File: src/rtl/mult_pkg.sv
// Shared types and sizing helpers for the shift-add multiplier.
// Optional signed mode is selected by the MULT_SIGNED_EN macro in the users of this package.
package mult_pkg;

    typedef enum logic [1:0] {
        IDLE = 2'b00,
        CALC = 2'b01,
        DONE = 2'b10
    } state_t;

    localparam int PROD_FACTOR = 2;

    function automatic int cnt_width(input int w);
        int c;
        c = $clog2(w);
        return (c < 1) ? 1 : c;
    endfunction

    function automatic int prod_width(input int w);
        return PROD_FACTOR * w;
    endfunction

endpackage

File: src/rtl/mult_shift_add_dp.sv
// Datapath: multiplicand register, accumulator, WIDTH+1-bit adder and right shifter.
// With MULT_SIGNED_EN, operand magnitudes are taken at load and the final product negated on request.
module mult_shift_add_dp
    import mult_pkg::*;
#(
    parameter int WIDTH = 8
) (
    input  logic                         clk,
    input  logic                         rst_n,
    input  logic                         load,
    input  logic                         step,
`ifdef MULT_SIGNED_EN
    input  logic                         negate,
    input  logic                         sgn,
`endif
    input  logic [WIDTH-1:0]             a,
    input  logic [WIDTH-1:0]             b,
    output logic [prod_width(WIDTH)-1:0] result
);

    localparam int PW = prod_width(WIDTH);

    logic [WIDTH-1:0] mcand_q, mcand_d;
    logic [PW-1:0]    acc_q, acc_d;
    logic [WIDTH-1:0] a_mag, b_mag;
    logic [WIDTH:0]   sum;
    logic [PW-1:0]    shifted;

`ifdef MULT_SIGNED_EN
    logic neg_q, neg_d;

    // Magnitude of the most negative value is 2^(WIDTH-1), which still fits unsigned.
    always_comb begin
        a_mag = (sgn && a[WIDTH-1]) ? WIDTH'(~a + 1'b1) : a;
        b_mag = (sgn && b[WIDTH-1]) ? WIDTH'(~b + 1'b1) : b;
        neg_d = neg_q;
        if (load) neg_d = sgn && (a[WIDTH-1] ^ b[WIDTH-1]);
    end

    always_ff @(posedge clk or negedge rst_n) begin
        if (!rst_n) neg_q <= 1'b0;
        else        neg_q <= neg_d;
    end
`else
    always_comb begin
        a_mag = a;
        b_mag = b;
    end
`endif

    always_comb begin
        sum     = {1'b0, acc_q[PW-1:WIDTH]} + (acc_q[0] ? {1'b0, mcand_q} : {(WIDTH+1){1'b0}});
        shifted = {sum, acc_q[WIDTH-1:1]};
`ifdef MULT_SIGNED_EN
        result  = (negate && neg_q) ? PW'(~shifted + 1'b1) : shifted;
`else
        result  = shifted;
`endif
    end

    always_comb begin
        mcand_d = mcand_q;
        acc_d   = acc_q;
        if (load) begin
            mcand_d = a_mag;
            acc_d   = {{WIDTH{1'b0}}, b_mag};
        end else if (step) begin
            acc_d   = shifted;
        end
    end

    always_ff @(posedge clk or negedge rst_n) begin
        if (!rst_n) begin
            mcand_q <= '0;
            acc_q   <= '0;
        end else begin
            mcand_q <= mcand_d;
            acc_q   <= acc_d;
        end
    end

endmodule

File: src/rtl/seq_shift_add_multiplier.sv
// Iterative radix-2 WIDTH x WIDTH multiplier with valid/ready on operands and product.
// Define MULT_SIGNED_EN to add the sgn port for two's complement operation.
module seq_shift_add_multiplier
    import mult_pkg::*;
#(
    parameter int WIDTH = 8
) (
    input  logic                   clk,
    input  logic                   rst_n,
    input  logic                   in_valid,
    output logic                   in_ready,
    input  logic [WIDTH-1:0]       a,
    input  logic [WIDTH-1:0]       b,
`ifdef MULT_SIGNED_EN
    input  logic                   sgn,
`endif
    output logic                   out_valid,
    input  logic                   out_ready,
    output logic [2*WIDTH-1:0]     p,
    output logic                   busy
);

    localparam int CW = cnt_width(WIDTH);
    localparam int PW = prod_width(WIDTH);

    state_t        state_q, state_d;
    logic [CW-1:0] cnt_q, cnt_d;
    logic [PW-1:0] p_q, p_d;
    logic          load, step, last;
    logic [PW-1:0] result;

    // Handshake: a transfer happens on a rising edge where valid and ready are both 1;
    // in_ready is high only in IDLE and out_valid only in DONE, so no same-cycle pop/push.
    always_comb begin
        state_d = state_q;
        cnt_d   = cnt_q;
        p_d     = p_q;
        load    = 1'b0;
        step    = 1'b0;
        last    = 1'b0;
        case (state_q)
            IDLE: begin
                if (in_valid) begin
                    load    = 1'b1;
                    cnt_d   = CW'(WIDTH - 1);
                    state_d = CALC;
                end
            end
            CALC: begin
                step = 1'b1;
                if (cnt_q == '0) begin
                    last    = 1'b1;
                    p_d     = result;
                    state_d = DONE;
                end else begin
                    cnt_d = cnt_q - CW'(1);
                end
            end
            DONE: begin
                if (out_ready) state_d = IDLE;
            end
            default: state_d = IDLE;
        endcase
    end

    always_ff @(posedge clk or negedge rst_n) begin
        if (!rst_n) begin
            state_q <= IDLE;
            cnt_q   <= '0;
            p_q     <= '0;
        end else begin
            state_q <= state_d;
            cnt_q   <= cnt_d;
            p_q     <= p_d;
        end
    end

    mult_shift_add_dp #(
        .WIDTH (WIDTH)
    ) u_dp (
        .clk    (clk),
        .rst_n  (rst_n),
        .load   (load),
        .step   (step),
`ifdef MULT_SIGNED_EN
        .negate (last),
        .sgn    (sgn),
`endif
        .a      (a),
        .b      (b),
        .result (result)
    );

    assign in_ready  = (state_q == IDLE);
    assign out_valid = (state_q == DONE);
    assign busy      = (state_q == CALC) || (state_q == DONE);
    assign p         = p_q;

endmodule

File: config.mk
export PLATFORM = sky130hd
export DESIGN_NAME = seq_shift_add_multiplier
export DESIGN_NICKNAME = d
export VERILOG_FILES = /design/src/rtl/mult_pkg.sv /design/src/rtl/mult_shift_add_dp.sv /design/src/rtl/seq_shift_add_multiplier.sv
export SDC_FILE = /design/constraint.sdc
export NUM_CORES = 1
export LEC_CHECK = 0
export CAP_MARGIN = 20
export CELL_PAD_IN_SITES_DETAIL_PLACEMENT = 0
export CELL_PAD_IN_SITES_GLOBAL_PLACEMENT = 1
export CORE_MARGIN = 1
export CORE_UTILIZATION = 41
export CTS_CLUSTER_SIZE = 12
export DETAILED_ROUTE_END_ITERATION = 16
export PLACE_DENSITY = 0.81
export SYNTH_ARGS = -nofsm -noshare
export SYNTH_HDL_FRONTEND = slang
export SYNTH_SLANG_ARGS = --single-unit
File: constraint.sdc
create_clock -name clk -period 2.5 [get_ports clk]
set_input_delay 0.5 -clock clk [delete_from_list [all_inputs] [get_ports clk]]
set_output_delay 0.5 -clock clk [all_outputs]
set_load 0.05 [all_outputs]
==> flow_metrics.py <==
metrics = {
    "placement": {
        "io_buffers": 38,
        "globalplace.congestion": 0.847,
        "hpwl_um": 3350,
    },
    "setup_path": {
        "worstReg2RegEnd": "u_dp.acc_q[15]$_DFFE_PN0P_",
        "r2r-start": "u_dp.acc_q[0]$_DFFE_PN0P_",
        "worstPathMaxFanout": 3,
        "cp_data_arrival_time_ns": 1.80,
        "end_kind": "primary output",
        "startpoint_type": "flop",
        "crit_end": "busy",
        "crit_type": "flop to primary output",
        "reg2reg_depth": 8,
        "rrSetupSlack_ns": 0.26,
        "worstPathRequired_ns": 2.00,
        "crit_path_start": "state_q[0]$_DFFE_PN0P_",
    },
    "pwr": {
        "comb_power_share_pct": 53.4,
        "pwr-share-seq_pct": 34.6,
        "p_sw_share_pct": 44.6,
        "ir_worst_vdd_uv": 598,
        "power_frac_clock_pct": 11.9,
        "p_int_mw": 1.99,
        "p_sw_mw": 1.60,
        "power.density_nw_per_um2": 1270,
        "leakagePower_nw": 1.34,
    },
    "sta": {
        "hold_violations": 0,
        "max_slew.worst_pin.slew_ns": 0.555,
        "slew_headroom_pct": 63.0,
        "fin_crit_ns": 2.30,
        "grt_setup_unrepaired": "no",
        "fin_skew_ns": 0.00459,
        "fmax_mhz": 435,
        "fin_crit_sh_pct": 91.9,
        "drv_slew": 0,
        "setup_viol": 0,
        "final.setup.tns_ns": 0,
    },
    "finish": {
        "syn_to_final_growth_pct": 23.4,
        "fin_nets": 302,
        "diodes": 0,
        "layout_common_cells": "46 x nand2_1, 45 x dfrtp_1, 36 x clkdlybuf4s50_1, 17 x o21ai_0, 13 x ha_1",
        "layout_commonest_cell": "nand2_1",
        "final_core_util_pct": 54.1,
        "drive_gt1_share_pct": 10.0,
    },
    "grt": {
        "grt_max_degree": 46,
        "antenna_found_initial": 0,
        "grt_usage_pct": 17.9,
        "grt_pass1_wl_um": 8250,
        "grt_pass1_vias": 1727,
        "grt-ovfl-total": 0,
    },
    "die": {
        "num_rows": 26,
        "initial_core_util_pct": 43.8,
        "die_w_um": 76.8,
        "die_h_um": 76.8,
        "io_pins": 39,
        "coreArea_um2": 5240,
        "die_area_um2": 5900,
    },
    "route": {
        "avgViaCountPerCell": 5.02,
        "ant_nets": 0,
        "wire_per_inst_um": 13.4,
        "num_vias": 1701,
        "routed_wl_um": 4560,
        "firstDrtPassIters": 4,
        "drc": 0,
        "drt_iter0_markers": 68,
    },
    "status": {
        "status": "finished clean",
    },
    "logic_synthesis": {
        "yosysWarnings": 0,
        "synth_area_per_cell_um2": 10.1,
        "synth_cell_types": 37,
        "ys_seq_area_share_pct": 49.0,
        "ys_ff_latch": 45,
        "netlist_area_um2": 2300,
        "syn_inst": 228,
        "synth_fp_nets": 262,
    },
    "clock_tree": {
        "cts_resized": 0,
        "cts_tree": "done",
        "insertion_delay_ns": 0.29,
        "post_cts_buffers": 0,
        "ctsHoldBuffers": 0,
        "cts_sinks": 45,
        "clock_path_buffers": 2,
        "cts_buffers": 5,
        "h-tree-depth": 2,
        "cts_root_buf": "clkbuf_8",
        "clk_pin_slew_ns": 0.08,
    },
    "run": {
        "max-cap-violations": 0,
    },
    "worst_hold_path": {
        "hp-class": "input port to asynchronous set/reset pin",
    },
}
==> power by group through the flow <==
stage / Combinational, mW / Sequential, mW / Clock, mW
after floorplan: 1.01 / 1.62 / 0
final: 1.92 / 1.24 / 0.428
after detailed placement: 1.93 / 1.26 / 0
after global placement: 1.92 / 1.25 / 0
after CTS: 1.94 / 1.25 / 0.446
after global routing: 2.12 / 1.29 / 0.467
==> registers in the layout, indices dropped and copies added (netlist names) <==
register and count:
p 16, u_dp.acc_q 16, u_dp.mcand_q 8, cnt_q 3, state_q 2
==> synth_stat cells (all sizes together) <==
master | count | area (um^2)
a21o | 2 | 15.0
dfrtp | 45 | 1130
mux2i | 11 | 110
a211oi | 3 | 32.5
buf | 6 | 30.0
a41oi | 1 | 8.76
o31ai | 1 | 12.5
nand2b | 2 | 12.5
inv | 8 | 30.0
mux2 | 9 | 101
nor3 | 1 | 5.00
fa | 1 | 20.0
o21bai | 1 | 7.51
o22a | 1 | 8.76
nand3b | 2 | 15.0
o22ai | 1 | 6.26
nand2 | 46 | 173
nand3 | 4 | 20.0
xnor2 | 2 | 17.5
o211ai | 2 | 15.0
o31a | 1 | 8.76
and2 | 10 | 62.6
nor2 | 7 | 26.3
a31oi | 3 | 18.8
nor2b | 1 | 6.26
o21a | 2 | 15.0
a21oi | 9 | 45.0
o21ai | 24 | 128
clkbuf | 4 | 15.0
ha | 13 | 163
xor2 | 3 | 26.3
or2 | 1 | 6.26
a211o | 1 | 8.76
==> how the worst min path moves through the flow <==
stage | from | to | depth (start not counted)
final | rst_n | p[5]$_DFFE_PN0P_ | 2
after global routing | rst_n | p[4]$_DFFE_PN0P_ | 2
after CTS | rst_n | u_dp.mcand_q[1]$_DFFE_PN0P_ | 2
after floorplan | rst_n | cnt_q[0]$_DFFE_PN0P_ | 0
after detailed placement | u_dp.mcand_q[0]$_DFFE_PN0P_ | u_dp.mcand_q[0]$_DFFE_PN0P_ | 2
after global placement | u_dp.mcand_q[5]$_DFFE_PN0P_ | u_dp.mcand_q[5]$_DFFE_PN0P_ | 2
==> cells by family after synthesis <==
family                     count (synthesis)  synth area share [%]
and+or+nand+nor                           74                  14.2
AOI/OAI and AO/OA                         52                  14.4
buffers and inverters                     18                  3.27
adders and majority gates                 14                  7.96
muxes                                     20                  9.21
DFF                                       45                  49.0
xor gates and xnor gates                   5                  1.91
==> metal layers <==
metal | wire, um | vias up | share of wire (%) | GRT usage, %
met3 | 139 | 8 | 3.1 | 3.93
met4 | 99 | 0 | 2.2 | 7.88
li1 | - | 860 | - | -
met1 | 2250 | 806 | 49 | 24.6
met2 | 2070 | 27 | 45 | 26.8
met5 | 0 | - | 0 | 0
==> layout make-up <==
cell class	instances	area [um^2]
sequential	45	1130
inverter	8	30.0
multi-input combinational	165	1090
timing repair buffer	43	415
tap	70	87.6
clock buffer	8	80.1
fill	504	2400
==> critical path: stages (launching register included) <==
cell and delay [ns]:
dfrtp_1 0.36, inv_1 0.08, ha_1 0.28, clkdlybuf4s50_1 0.79
==> metrics by stage <==
stage | std cells | total power [mW] | worst slack [ns] | area [um^2] | hold WS, ns
floorplan | 228 | 2.63 | 0.441 | 2300 | 0.204
global placement | 331 | 3.16 | 0.309 | 2750 | 0.457
detailed placement | 331 | 3.19 | 0.274 | 2750 | 0.459
CTS | 339 | 3.63 | 0.0553 | 2830 | 0.296
global route | 339 | 3.88 | 0.0709 | 2830 | 0.327
finish | 339 | 3.59 | 0.202 | 2830 | 0.280
No activity file was read; power rests on OpenSTA's default activity.
